**config.mk**
```make
export PLATFORM = sky130hd
export DESIGN_NAME = seq_divider
export DESIGN_NICKNAME = d
export VERILOG_FILES = /design/src/rtl/div_pkg.sv /design/src/rtl/div_datapath.sv /design/src/rtl/seq_divider.sv
export SDC_FILE = /design/constraint.sdc
export NUM_CORES = 1
export LEC_CHECK = 0
export ABC_AREA = 1
export CAP_MARGIN = 20
export CORE_MARGIN = 4
export CORE_UTILIZATION = 50
export CTS_CLUSTER_SIZE = 20
export DETAILED_ROUTE_END_ITERATION = 12
export GPL_TIMING_DRIVEN = 0
export HOLD_SLACK_MARGIN = 0.08
export PLACE_DENSITY_LB_ADDON = 0.05
export RECOVER_POWER = 50
export SLEW_MARGIN = 30
export SYNTH_ARGS = -nofsm -noshare
export SYNTH_HDL_FRONTEND = slang
export SYNTH_HIERARCHICAL = 1
export SYNTH_SLANG_ARGS = --single-unit
```
**constraint.sdc**
```tcl
create_clock -name clk -period 3.4 [get_ports clk]
set_input_delay 0.34 -clock clk [delete_from_list [all_inputs] [get_ports clk]]
set_output_delay 0.34 -clock clk [all_outputs]
set_load 0.03 [all_outputs]
```
**src/rtl/div_pkg.sv**
```systemverilog
// div_pkg: shared state encoding and sizing constants for the sequential divider
package div_pkg;
    typedef enum logic [1:0] {IDLE, CALC, FIX, DONE} state_t;
    localparam int DIV_WIDTH_DEF = 16;
    function automatic int cnt_width(input int w);
        return $clog2(w);
    endfunction
    localparam int CNT_W_DEF = cnt_width(DIV_WIDTH_DEF);
endpackage

```
**src/rtl/div_datapath.sv**
```systemverilog
// div_datapath: restoring shift-subtract on magnitudes, sign fix-up and result registers
module div_datapath
    import div_pkg::*;
#(
    parameter int W = DIV_WIDTH_DEF
) (
    input  logic         clk,
    input  logic         rst,
    input  logic         load,
    input  logic         iterate,
    input  logic         fix,
    input  logic         dz,
    input  logic         ov,
    input  logic [W-1:0] dividend,
    input  logic [W-1:0] divisor,
    output logic [W-1:0] quotient,
    output logic [W-1:0] remainder,
    output logic         div_by_zero,
    output logic         overflow
);
    localparam logic [W-1:0] MIN = {1'b1, {(W-1){1'b0}}};
    logic [W-1:0] a, q, m, abs_dd, abs_ds;
    logic [W:0] a_sh, t;
    logic sign_q, sign_r;
    assign abs_dd = dividend[W-1] ? -dividend : dividend;
    assign abs_ds = divisor[W-1] ? -divisor : divisor;
    // a stays below m <= 2^(W-1), so the shifted partial remainder fits in W+1 bits
    assign a_sh = {a, q[W-1]};
    assign t = a_sh - {1'b0, m};
    always_ff @(posedge clk or negedge rst) begin
        if (!rst) begin
            a           <= '0;
            q           <= '0;
            m           <= '0;
            sign_q      <= 1'b0;
            sign_r      <= 1'b0;
            quotient    <= '0;
            remainder   <= '0;
            div_by_zero <= 1'b0;
            overflow    <= 1'b0;
        end else begin
            if (load) begin
                a      <= '0;
                q      <= abs_dd;
                m      <= abs_ds;
                sign_q <= dividend[W-1] ^ divisor[W-1];
                sign_r <= dividend[W-1];
            end else if (iterate) begin
                a <= t[W] ? a_sh[W-1:0] : t[W-1:0];
                q <= {q[W-2:0], ~t[W]};
            end
            if (load && (dz || ov)) begin
                quotient    <= dz ? '1 : MIN;
                remainder   <= dz ? dividend : '0;
                div_by_zero <= dz;
                overflow    <= ov;
            end else if (fix) begin
                quotient    <= sign_q ? -q : q;
                remainder   <= sign_r ? -a : a;
                div_by_zero <= 1'b0;
                overflow    <= 1'b0;
            end
        end
    end
endmodule

```
**src/rtl/seq_divider.sv**
```systemverilog
// seq_divider: signed truncating divider with valid/ready operand and result handshakes
module seq_divider
    import div_pkg::*;
#(
    parameter int DIV_WIDTH = DIV_WIDTH_DEF
) (
    input  logic                 clk,
    input  logic                 rst,
    input  logic                 src_valid,
    output logic                 src_ready,
    input  logic [DIV_WIDTH-1:0] dividend,
    input  logic [DIV_WIDTH-1:0] divisor,
    output logic                 dest_valid,
    input  logic                 dest_ready,
    output logic [DIV_WIDTH-1:0] quotient,
    output logic [DIV_WIDTH-1:0] remainder,
    output logic                 div_by_zero,
    output logic                 overflow
);
    localparam int CW = cnt_width(DIV_WIDTH);
    localparam logic [DIV_WIDTH-1:0] MIN = {1'b1, {(DIV_WIDTH-1){1'b0}}};
    state_t state, state_n;
    logic [CW-1:0] cnt;
    logic accept, dz, ov;
    assign src_ready  = state == IDLE;
    assign dest_valid = state == DONE;
    assign accept     = src_valid && src_ready;
    assign dz         = divisor == '0;
    assign ov         = dividend == MIN && divisor == '1;
    always_comb begin
        state_n = state;
        case (state)
            IDLE:    state_n = accept ? ((dz || ov) ? DONE : CALC) : IDLE;
            CALC:    state_n = (cnt == CW'(DIV_WIDTH - 1)) ? FIX : CALC;
            FIX:     state_n = DONE;
            DONE:    state_n = dest_ready ? IDLE : DONE;
            default: state_n = IDLE;
        endcase
    end
    always_ff @(posedge clk or negedge rst) begin
        if (!rst) begin
            state <= IDLE;
            cnt   <= '0;
        end else begin
            state <= state_n;
            cnt   <= accept ? '0 : (state == CALC ? cnt + 1'b1 : cnt);
        end
    end
    div_datapath #(.W(DIV_WIDTH)) u_dp (
        .clk        (clk),
        .rst        (rst),
        .load       (accept),
        .iterate    (state == CALC),
        .fix        (state == FIX),
        .dz         (dz),
        .ov         (ov),
        .dividend   (dividend),
        .divisor    (divisor),
        .quotient   (quotient),
        .remainder  (remainder),
        .div_by_zero(div_by_zero),
        .overflow   (overflow)
    );
endmodule
```
Word-level counts from Yosys, hierarchy flattened
Index checks and enable logic that the tools add are counted.
Word-level totals
  register bits: 90
  input bits: 36
  output and inout port bits: 36
  word-level logic and storage cells: 58
Operators by class
  add/sub/neg operators: 6
  equality and inequality tests: 6
  multiplexer cells: 25
  bitwise gates (word level): 2
  reduce and logical (&&, ||, !) cells: 8
Operators by type and width (number)
  2-to-1 mux 16 bit: 14
  negator 16 bit: 4
  == test 16 bit (second input constant): 2
  subtractor 17 x 16 -> 17 bit: 1
  zero test 16 bit: 1
  2-to-1 mux 15 bit: 1
  2-to-1 mux 2 bit: 4
  2-to-1 mux 4 bit: 2
  one-hot mux 2 bit (4 select lines): 1
  adder 4 x 1 -> 4 bit (second input constant): 1
  == test 2 bit (second input constant): 2
  == test 4 bit (second input constant): 1
  nonzero test 2 bit: 2
  logical AND 1 bit: 3
  2-to-1 mux 1 bit: 3
  == test 2 x 1 -> 1 bit (second input constant): 1
  zero test 2 bit: 1
  logical OR 1 bit: 1
  NOT 1 bit: 1
  bitwise XOR 1 bit: 1

Depth between registers and ports, before layout
Gate-level depths: netlist of run 1.
  depth after elaboration: 6
  mapped depth: 15
  gate-level depth less buffers: 15

By module
Netlist of run 1, hierarchy kept.
Modules (own cells, without submodules)
  div_datapath: times used 1, cells an instance 928, area an instance 6177.2 µm²
  seq_divider: times used 1, cells an instance 108, area an instance 589.3 µm²

Worst setup path after synthesis of run 1
No wires, ideal clock.
  kind: register to register
  start: register u_dp.q[15]
  end: register u_dp.a[1]
  library setup time: 118 ps
  arrival: 1869 ps
  required time: 3282 ps
  path slack: 1413 ps
  stages on the path, launching flop included: 16
  clock period less this slack: 1987 ps
  path through: dfrtp_1 inv_1 ha_1 fa_1 inv_1 nand2_1 nand2_1 nand3_2 nand2_2 nand2_2 nand2_2 nand2_4 nand2_4 nand2_1 nand3_1 nand2_1
Between the ends
  longest elaborated chain between the ends: 4
RTL lines
  start: declaration: line div_datapath.sv:22  | logic [W-1:0] a, q, m, abs_dd, abs_ds;
  start signal: assignment: line div_datapath.sv:44  | q <= abs_dd;
  start signal: assignment: line div_datapath.sv:50  | q <= {q[W-2:0], ~t[W]};
  subtractor 17 x 16 -> 17 bit: line div_datapath.sv:29  | assign t = a_sh - {1'b0, m};
  2-to-1 mux 16 bit: line div_datapath.sv:49  | a <= t[W] ? a_sh[W-1:0] : t[W-1:0];
  2-to-1 mux 16 bit: line div_datapath.sv:48  | end else if (iterate) begin
  2-to-1 mux 16 bit: line div_datapath.sv:42  | if (load) begin
  end signal: assignment: line div_datapath.sv:49
  end: declaration: line div_datapath.sv:22
No other way between the ends. The select of a mux whose other input is x is not followed.
A chain may end at the register's enable or synchronous reset.

Worst setup path after layout of run 1
  start: input port dividend[3]
  end: register u_dp.remainder[0]
Between the ends
  longest elaborated chain between the ends: 5
  elaborated cells between the ends (all ways): 6
RTL lines
  start: declaration: line seq_divider.sv:11  | input logic [DIV_WIDTH-1:0] dividend,
  == test 16 bit *: line seq_divider.sv:29  | assign ov = dividend == MIN && divisor == '1;
  logical AND 1 bit *: line seq_divider.sv:29
  named net ov: line seq_divider.sv:24  | logic accept, dz, ov;
  logical OR 1 bit *: line div_datapath.sv:52  | if (load && (dz || ov)) begin
  logical AND 1 bit *: line div_datapath.sv:52
  2-to-1 mux 16 bit / nonzero test 2 bit (equally long branches)
  end signal: assignment: line div_datapath.sv:54  | remainder <= dz ? dividend : '0;
  end signal: assignment: line div_datapath.sv:59  | remainder <= sign_r ? -a : a;
  end: declaration: line div_datapath.sv:17  | output logic [W-1:0] remainder,
Mark *: on every way through the listed nets, which the timed path passes. The rest lies on a longest branch.

==> results.py, run 1 <==
metrics = {
    "logic_synthesis": {
        "syn_avg_cell_area_um2": 6.53,
        "yosysMostFrequentCell": "nand2_1",
        "ys_ff_latch": 90,
        "synthesis.nets": 1094,
        "synth_edf_count": 0,
        "synth_area_leader_cell": "dfrtp_1",
        "synth.top_cells.by_area": "dfrtp_1, nand2_1, inv_1",
        "synth_top_area_frac": 0.333,
        "yosysWarnings": 6,
        "postSynth.asyncResetShare": 1.00,
        "ys_seq_area_frac": 0.333,
        "netlist_area_um2": 6770,
        "ys.flop_type": "dfrtp_1",
        "yosys-top-cells-count": "nand2_1, inv_1, nand3_1, nor2_1, dfrtp_1",
        "synth_cell_types": 42,
        "syn_inst": 1036,
    },
    "worst_setup_path": {
        "arrival_ps": 2720,
        "max_stage_delay_ps": 690,
        "r2r_slack_ps": 1010,
        "timing.rr.start": "u_dp/q[15]$_DFFE_PN0P_",
        "crit_path_start_kind": "input pin",
        "crit_type": "input pin to flip-flop",
        "path_buf_inv": 6,
        "critical_path.top_delay_family": "buffers and inverters",
        "startpoint": "dividend[3]",
        "worst_path_max_delay_cell": "dlygate4sd3_1",
        "critPathMaxFanout": 10,
        "cp_cell_sequence": "dlygate4sd3_1 -> nor4_1 -> nand3_1 -> nor2_1 -> nand2_1 -> inv_2 -> nor2_8 -> inv_4 -> nor2_8 -> inv_4 -> buf_6 -> o221ai_1 -> o21ai_1 -> inv_1",
        "endpoint_kind": "flip-flop",
        "cp.required_ps": 3640,
    },
    "job": {
        "maxCapViolations": 1,
    },
    "floorplan": {
        "die_h_um": 124,
        "die_area_um2": 15500,
        "die_x_um": 124,
        "io_pins": 72,
        "initial_core_util": 0.511,
        "rows": 42,
        "core_um2": 13200,
    },
    "finish": {
        "seqCellArea_um2": 2250,
        "final_cells": 1301,
        "diodes": 0,
        "multi_input_area_um2": 3780,
        "fill_cells": 1321,
        "finalNetCount": 1178,
        "layout-drive-gt1-share": 0.0524,
        "syn_to_final_growth_pct": 18.7,
    },
    "global_routing": {
        "grt_pass1_wl_um": 31500,
        "grt_overflow": 0,
        "grt_max_degree": 60,
        "antenna_found_initial": 0,
        "grt_pass1_vias": 6120,
        "grt.total_usage": 0.250,
    },
    "cts": {
        "clkLatencyLatePin_ps": 350,
        "cts_tree": "built",
        "cts.root.buffer_cell": "clkbuf_16",
        "path_clk_slew_ps": 70,
        "cts_buffers": 9,
        "cts_sinks": 90,
        "post_cts_resize_count": 0,
        "post_cts_buffers": 0,
        "h-tree-depth": 3,
        "cts_hold_buf": 1,
        "cts_buffer_depth": 2,
    },
    "placement": {
        "dp_slack_ps": 650,
        "hpwl_um": 15500,
        "port_buffers": 71,
        "gp_congestion": 0.940,
        "placed_cells": 1284,
    },
    "outcome": {
        "failed_checks": "max-capacitance violations, max-slew violations",
        "status": "complete, but fails checks",
    },
    "sta": {
        "period_minus_slack_ps": 2480,
        "max_freq_mhz": 404,
        "slew_headroom": -0.190,
        "worst_slack_ps": 922,
        "worstMarginPinSlew_ps": 1780,
        "finalMaxSlewViolations": 32,
        "timing.hold.ws_ps": 477,
        "rsz0062_at_grt": "false",
        "fin_crit_sh": 0.729,
        "finalSetupViolCount": 0,
        "hold_violations": 0,
        "fin_skew_ps": 7.90,
    },
    "route": {
        "drc": 0,
        "ant_nets": 0,
        "first_pass_iters": 5,
        "vias": 7004,
        "viasPerCell": 5.38,
        "wire_per_inst_um": 15.0,
        "wirelength_um": 19600,
        "first_iter_violations": 651,
    },
    "worst_hold_path": {
        "hp-start": "u_dp/overflow$_DFFE_PN0P_",
        "hp-class": "flip-flop to flip-flop",
    },
    "pwr": {
        "leakagePower_nw": 4.15,
        "vdd_drop_max_mv": 0.388,
        "power_density_nw_per_um2": 1080,
    },
}
## area by class of cell
class | instances | area share
Multi-Input combinational cell | 760 | 0.471
Sequential cell | 90 | 0.280
Timing Repair Buffer | 73 | 0.0924
Inverter | 159 | 0.0752
Clock buffer | 9 | 0.0280
Tap cell | 176 | 0.0274
Buffer | 27 | 0.0150
Clock inverter | 7 | 0.0106
## state kept, by name, summed over array words and instances, names as in the netlist
name	cells
u_dp/a	16
u_dp/q	16
u_dp/sign_r	1
state	2
u_dp/overflow	1
u_dp/div_by_zero	1
cnt	4
u_dp/m	16
u_dp/remainder	16
u_dp/quotient	16
u_dp/sign_q	1
## worst register-to-register path, stage by stage (launching register included)
cell and delay, ps:
dfrtp_1 320, inv_1 120, ha_1 270, fa_1 410, inv_1 130, nand2_1 60
nand2_1 80, nand3_2 90, nand2_2 110, nand2_2 90, nand2_2 120, nand2_4 110
nand2_4 130, nand2_1 80, nand3_1 100, nand2_1 60
## routing by layer
layer / global-route usage / up-vias / wire, um / share of wire
met5: 0 / - / 0 / 0
met1: 0.383 / 3225 / 9520 / 0.49
met2: 0.365 / 242 / 8230 / 0.42
met4: 0.0529 / 0 / 229 / 0.012
li1: - / 3520 / - / -
met3: 0.0527 / 17 / 1580 / 0.081
## metrics by stage
step	utilization	TNS [ps]	total power [mW]	instance area, um^2
2_1_floorplan	-	0	5.98	6770
3_3_place_gp	0.581	-123550	7.51	7700
3_5_place_dp	0.583	0	7.60	7730
4_1_cts	0.608	0	8.67	8050
5_1_grt	0.607	0	9.47	8030
6_report	0.607	0	8.67	8030
## path summary, 6_finish.rpt
check	to	depth (start not counted)
worst min register to register	u_dp/overflow$_DFFE_PN0P_	2
worst min-delay path	u_dp/overflow$_DFFE_PN0P_	2
worst max register to register	u_dp/a[15]$_DFFE_PN0P_	15
worst max-delay path	u_dp/remainder[0]$_DFFE_PN0P_	14
min in group asynchronous	u_dp/a[11]$_DFFE_PN0P_	2
max in group asynchronous	u_dp/m[5]$_DFFE_PN0P_	3
## cell families after synthesis
| kind of cell | synth area share |
|---|---|
| simple gates | 0.371 |
| buf+inv | 0.107 |
| compound gates | 0.127 |
| flops | 0.333 |
| fa+ha+maj | 0.0418 |
| xor+xnor | 0.0207 |
## power breakdown
group          internal, mW  switching [mW]
combinational          1.98            3.61
clock                 0.582           0.448
sequential             1.61           0.427
## layout by cell type (no fill, tap or decap), types with 4 or more instances in the layout
cell,synthesis,routed
xnor2_1,4,4
xor2_1,12,12
nand4_1,14,14
clkbuf_16,0,9
o211ai_1,5,5
a21oi_1,50,50
inv_1,153,153
nand3b_1,6,6
buf_2,9,9
o21ai_1,4,4
o21ai_0,48,48
nand2_4,5,5
a31oi_1,11,11
nand2_1,297,299
clkbuf_1,14,16
nor3_1,4,4
nand2_2,7,5
dlygate4sd3_1,0,13
nand3_1,113,113
ha_1,21,21
dfrtp_1,90,90
nor2_1,110,110
o22ai_1,6,6
o221ai_1,10,10
clkdlybuf4s50_1,0,58
(Power assumes the default switching activity.)
==> run 2: changes to the inputs <==
Clock period 3.4 ns to 2 ns, I/O delays scaled along.
==> run 2 against run 1 <==
Effect of this change: the flow finishes with violations (negative setup slack); critical path depth down 3; hold slack worse by 200 ps; via count up 4.9%; total power up 93%; cell count up 2.0%; global-route usage up 0.86 points; utilization up 4.4 points; cell area up 7.2%; non-clock buffer count up 23; first-iteration DRC count up 32%; flip-flop and latch count unchanged; critical endpoint is now u_dp/a[9]$_DFFE_PN0P_; largest cell class unchanged; largest power group unchanged.
==> results.py, run 2 (synthesized netlist as in run 1, its figures left out) <==
metrics = {
    "outcome": {
        "status": "complete, but fails checks",
        "failed_checks": "negative setup slack",
    },
    "cts": {
        "cts_tree": "built",
        "cts_sinks": 90,
        "cts.root.buffer_cell": "clkbuf_16",
        "cts_buffer_depth": 2,
        "h-tree-depth": 3,
        "cts_buffers": 9,
        "path_clk_slew_ps": 70,
        "clkLatencyLatePin_ps": 350,
    },
    "worst_setup_path": {
        "worst_path_max_delay_cell": "dfrtp_1",
        "crit_path_start_kind": "flip-flop",
        "critPathMaxFanout": 8,
        "r2r_slack_ps": -110,
        "path_depth": 11,
        "path_buf_inv": 1,
        "timing.rr.start": "u_dp/a[11]$_DFFE_PN0P_",
        "r2r_cells": 11,
        "crit_type": "flip-flop to flip-flop",
        "max_stage_delay_ps": 440,
        "cp_cell_sequence": "ha_1 -> nand2_2 -> nor2_1 -> a21oi_4 -> buf_12 -> nand2_8 -> nand2_8 -> nand2_8 -> nand2_4 -> nand3_2 -> nand2_2",
        "crit_end": "u_dp/a[9]$_DFFE_PN0P_",
        "critical_path.top_delay_family": "simple AND/OR/NAND/NOR gates",
        "startpoint": "u_dp/a[11]$_DFFE_PN0P_",
        "cpMostUsedCell": "nand2_8",
        "cp.required_ps": 2230,
        "timing.rr.end": "u_dp/a[9]$_DFFE_PN0P_",
        "endpoint_kind": "flip-flop",
        "arrival_ps": 2350,
    },
    "sta": {
        "finalMaxSlewViolations": 0,
        "worst_slack_ps": -114,
        "worstMarginPinSlew_ps": 762,
        "fin_skew_ps": 9.14,
        "hold_violations": 0,
        "slew_headroom": 0.492,
        "max_freq_mhz": 473,
        "rsz0062_at_grt": "true",
        "fin_crit_sh": 1.06,
        "period_minus_slack_ps": 2110,
        "finalSetupViolCount": 16,
        "tns_ps": -976,
    },
    "finish": {
        "layout-drive-gt1-share": 0.123,
        "syn_to_final_growth_pct": 27.3,
        "diodes": 0,
        "finalNetCount": 1204,
        "final_cell_mix": "nand2_1, inv_1, nor2_1",
        "layout_commonest_cell": "nand2_1",
    },
    "floorplan": {
        "initial_core_util": 0.511,
        "die_area_um2": 15500,
        "io_pins": 72,
        "core_um2": 13200,
        "rows": 42,
        "die_x_um": 124,
        "die_h_um": 124,
    },
    "placement": {
        "hpwl_um": 15500,
        "gp_congestion": 0.940,
        "port_buffers": 71,
        "dp_slack_ps": -610,
    },
    "global_routing": {
        "grt_overflow": 0,
        "grt.total_usage": 0.259,
        "grt_max_degree": 60,
        "grt_pass1_wl_um": 32600,
        "grt_pass1_vias": 6325,
        "antenna_found_initial": 0,
    },
    "pwr": {
        "power_frac_seq": 0.212,
        "swShare": 0.519,
        "power_frac_clock": 0.106,
        "power_density_nw_per_um2": 1940,
        "leakagePower_nw": 4.43,
        "vdd_drop_max_mv": 0.687,
        "p_switching_mw": 8.67,
        "combinationalPowerShare": 0.682,
        "internal-power_mw": 8.04,
    },
    "route": {
        "wirelength_um": 20900,
        "drc": 0,
        "wire_per_inst_um": 15.8,
        "first_pass_iters": 5,
        "vias": 7346,
        "viasPerCell": 5.54,
        "ant_nets": 0,
        "first_iter_violations": 858,
    },
    "worst_hold_path": {
        "hp-class": "input pin to flip-flop",
    },
    "job": {
        "maxCapViolations": 0,
    },
}
[run 2: cell types whose count changed in the layout (fill, tap and decap cells not counted), moves of 11 or more]
cell | previous run | this run
nand2_1 | 299 | 280
nand2_2 | 5 | 17
clkdlybuf4s50_1 | 58 | 39
dlygate4sd3_1 | 13 | 1
buf_4 | 0 | 22
dlygate4sd2_1 | 0 | 24
nand3_1 | 113 | 102
[run 2: final cells by class]
cell class | instances | area (um^2)
fill | 1241 | 4630
buffer | 27 | 133
inverter | 159 | 619
timing repair buffer | 96 | 908
sequential | 90 | 2250
multi-input combinational | 763 | 4170
clock buffer | 9 | 225
clock inverter | 7 | 85.1
tap | 176 | 220
[run 2: power by group through the flow]
stage	logic [mW]	clock network [mW]	registers, mW
detailed placement	9.44	0	3.49
global placement	9.29	0	3.47
floorplan	6.23	0	3.93
finish	11.4	1.76	3.55
CTS	10.6	1.79	3.49
global route	12.5	1.86	3.66
[run 2: stage by stage]
stage / cell area (um^2) / total power, mW / instances / hold WS [ps] / utilization
2_1_floorplan: 6770 / 10.2 / 1036 / -95.6 / -
3_3_place_gp: 7700 / 12.8 / 1283 / 458 / 0.581
3_5_place_dp: 7730 / 12.9 / 1284 / 102 / 0.583
4_1_cts: 8380 / 15.8 / 1318 / 297 / 0.633
5_1_grt: 8620 / 18.0 / 1327 / 300 / 0.651
6_report: 8620 / 16.7 / 1327 / 279 / 0.651
[run 2: timing repair]
action / 4_1_cts / 5_1_grt
cloned: 2 / 1
buffers inserted: 15 / 8
hold buffers: 1 / 0
setup endpoints to repair: 53 / 53
pin swaps: 12 / 18
hold endpoints to repair: 31 / 0
resized for setup: 65 / 51
[run 2: per-layer routing]
layer	wire length (um)	global-route usage	vias to the layer above
met1	9850	0.389	3420
li1	-	-	3580
met4	300	0.0503	0
met5	0	0	-
met2	9030	0.387	317
met3	1730	0.0566	29
[run 2: how the worst min path moves through the flow]
stage,end,startpoint,depth (start not counted),slack [ps]
floorplan,cnt[0]$_DFFE_PN0P_,rst,0,-100
global placement,u_dp/overflow$_DFFE_PN0P_,u_dp/overflow$_DFFE_PN0P_,2,460
detailed placement,u_dp/a[11]$_DFFE_PN0P_,rst,1,100
CTS,u_dp/remainder[13]$_DFFE_PN0P_,rst,2,300
global route,u_dp/q[10]$_DFFE_PN0P_,dividend[10],3,300
finish,u_dp/q[12]$_DFFE_PN0P_,dividend[12],4,280
[run 2: tightest hold or removal path: stages]
cell and delay, ps:
dlymetal6s2s_1 160, nand2_1 80, nand3_1 90, nand2_1 60
==> run 3: changes to the inputs <==
Settings changed: CTS_CLUSTER_DIAMETER set to 200.
==> results of run 3 <==
No change in the layout: final DEF, timing and power equal those of run 2.
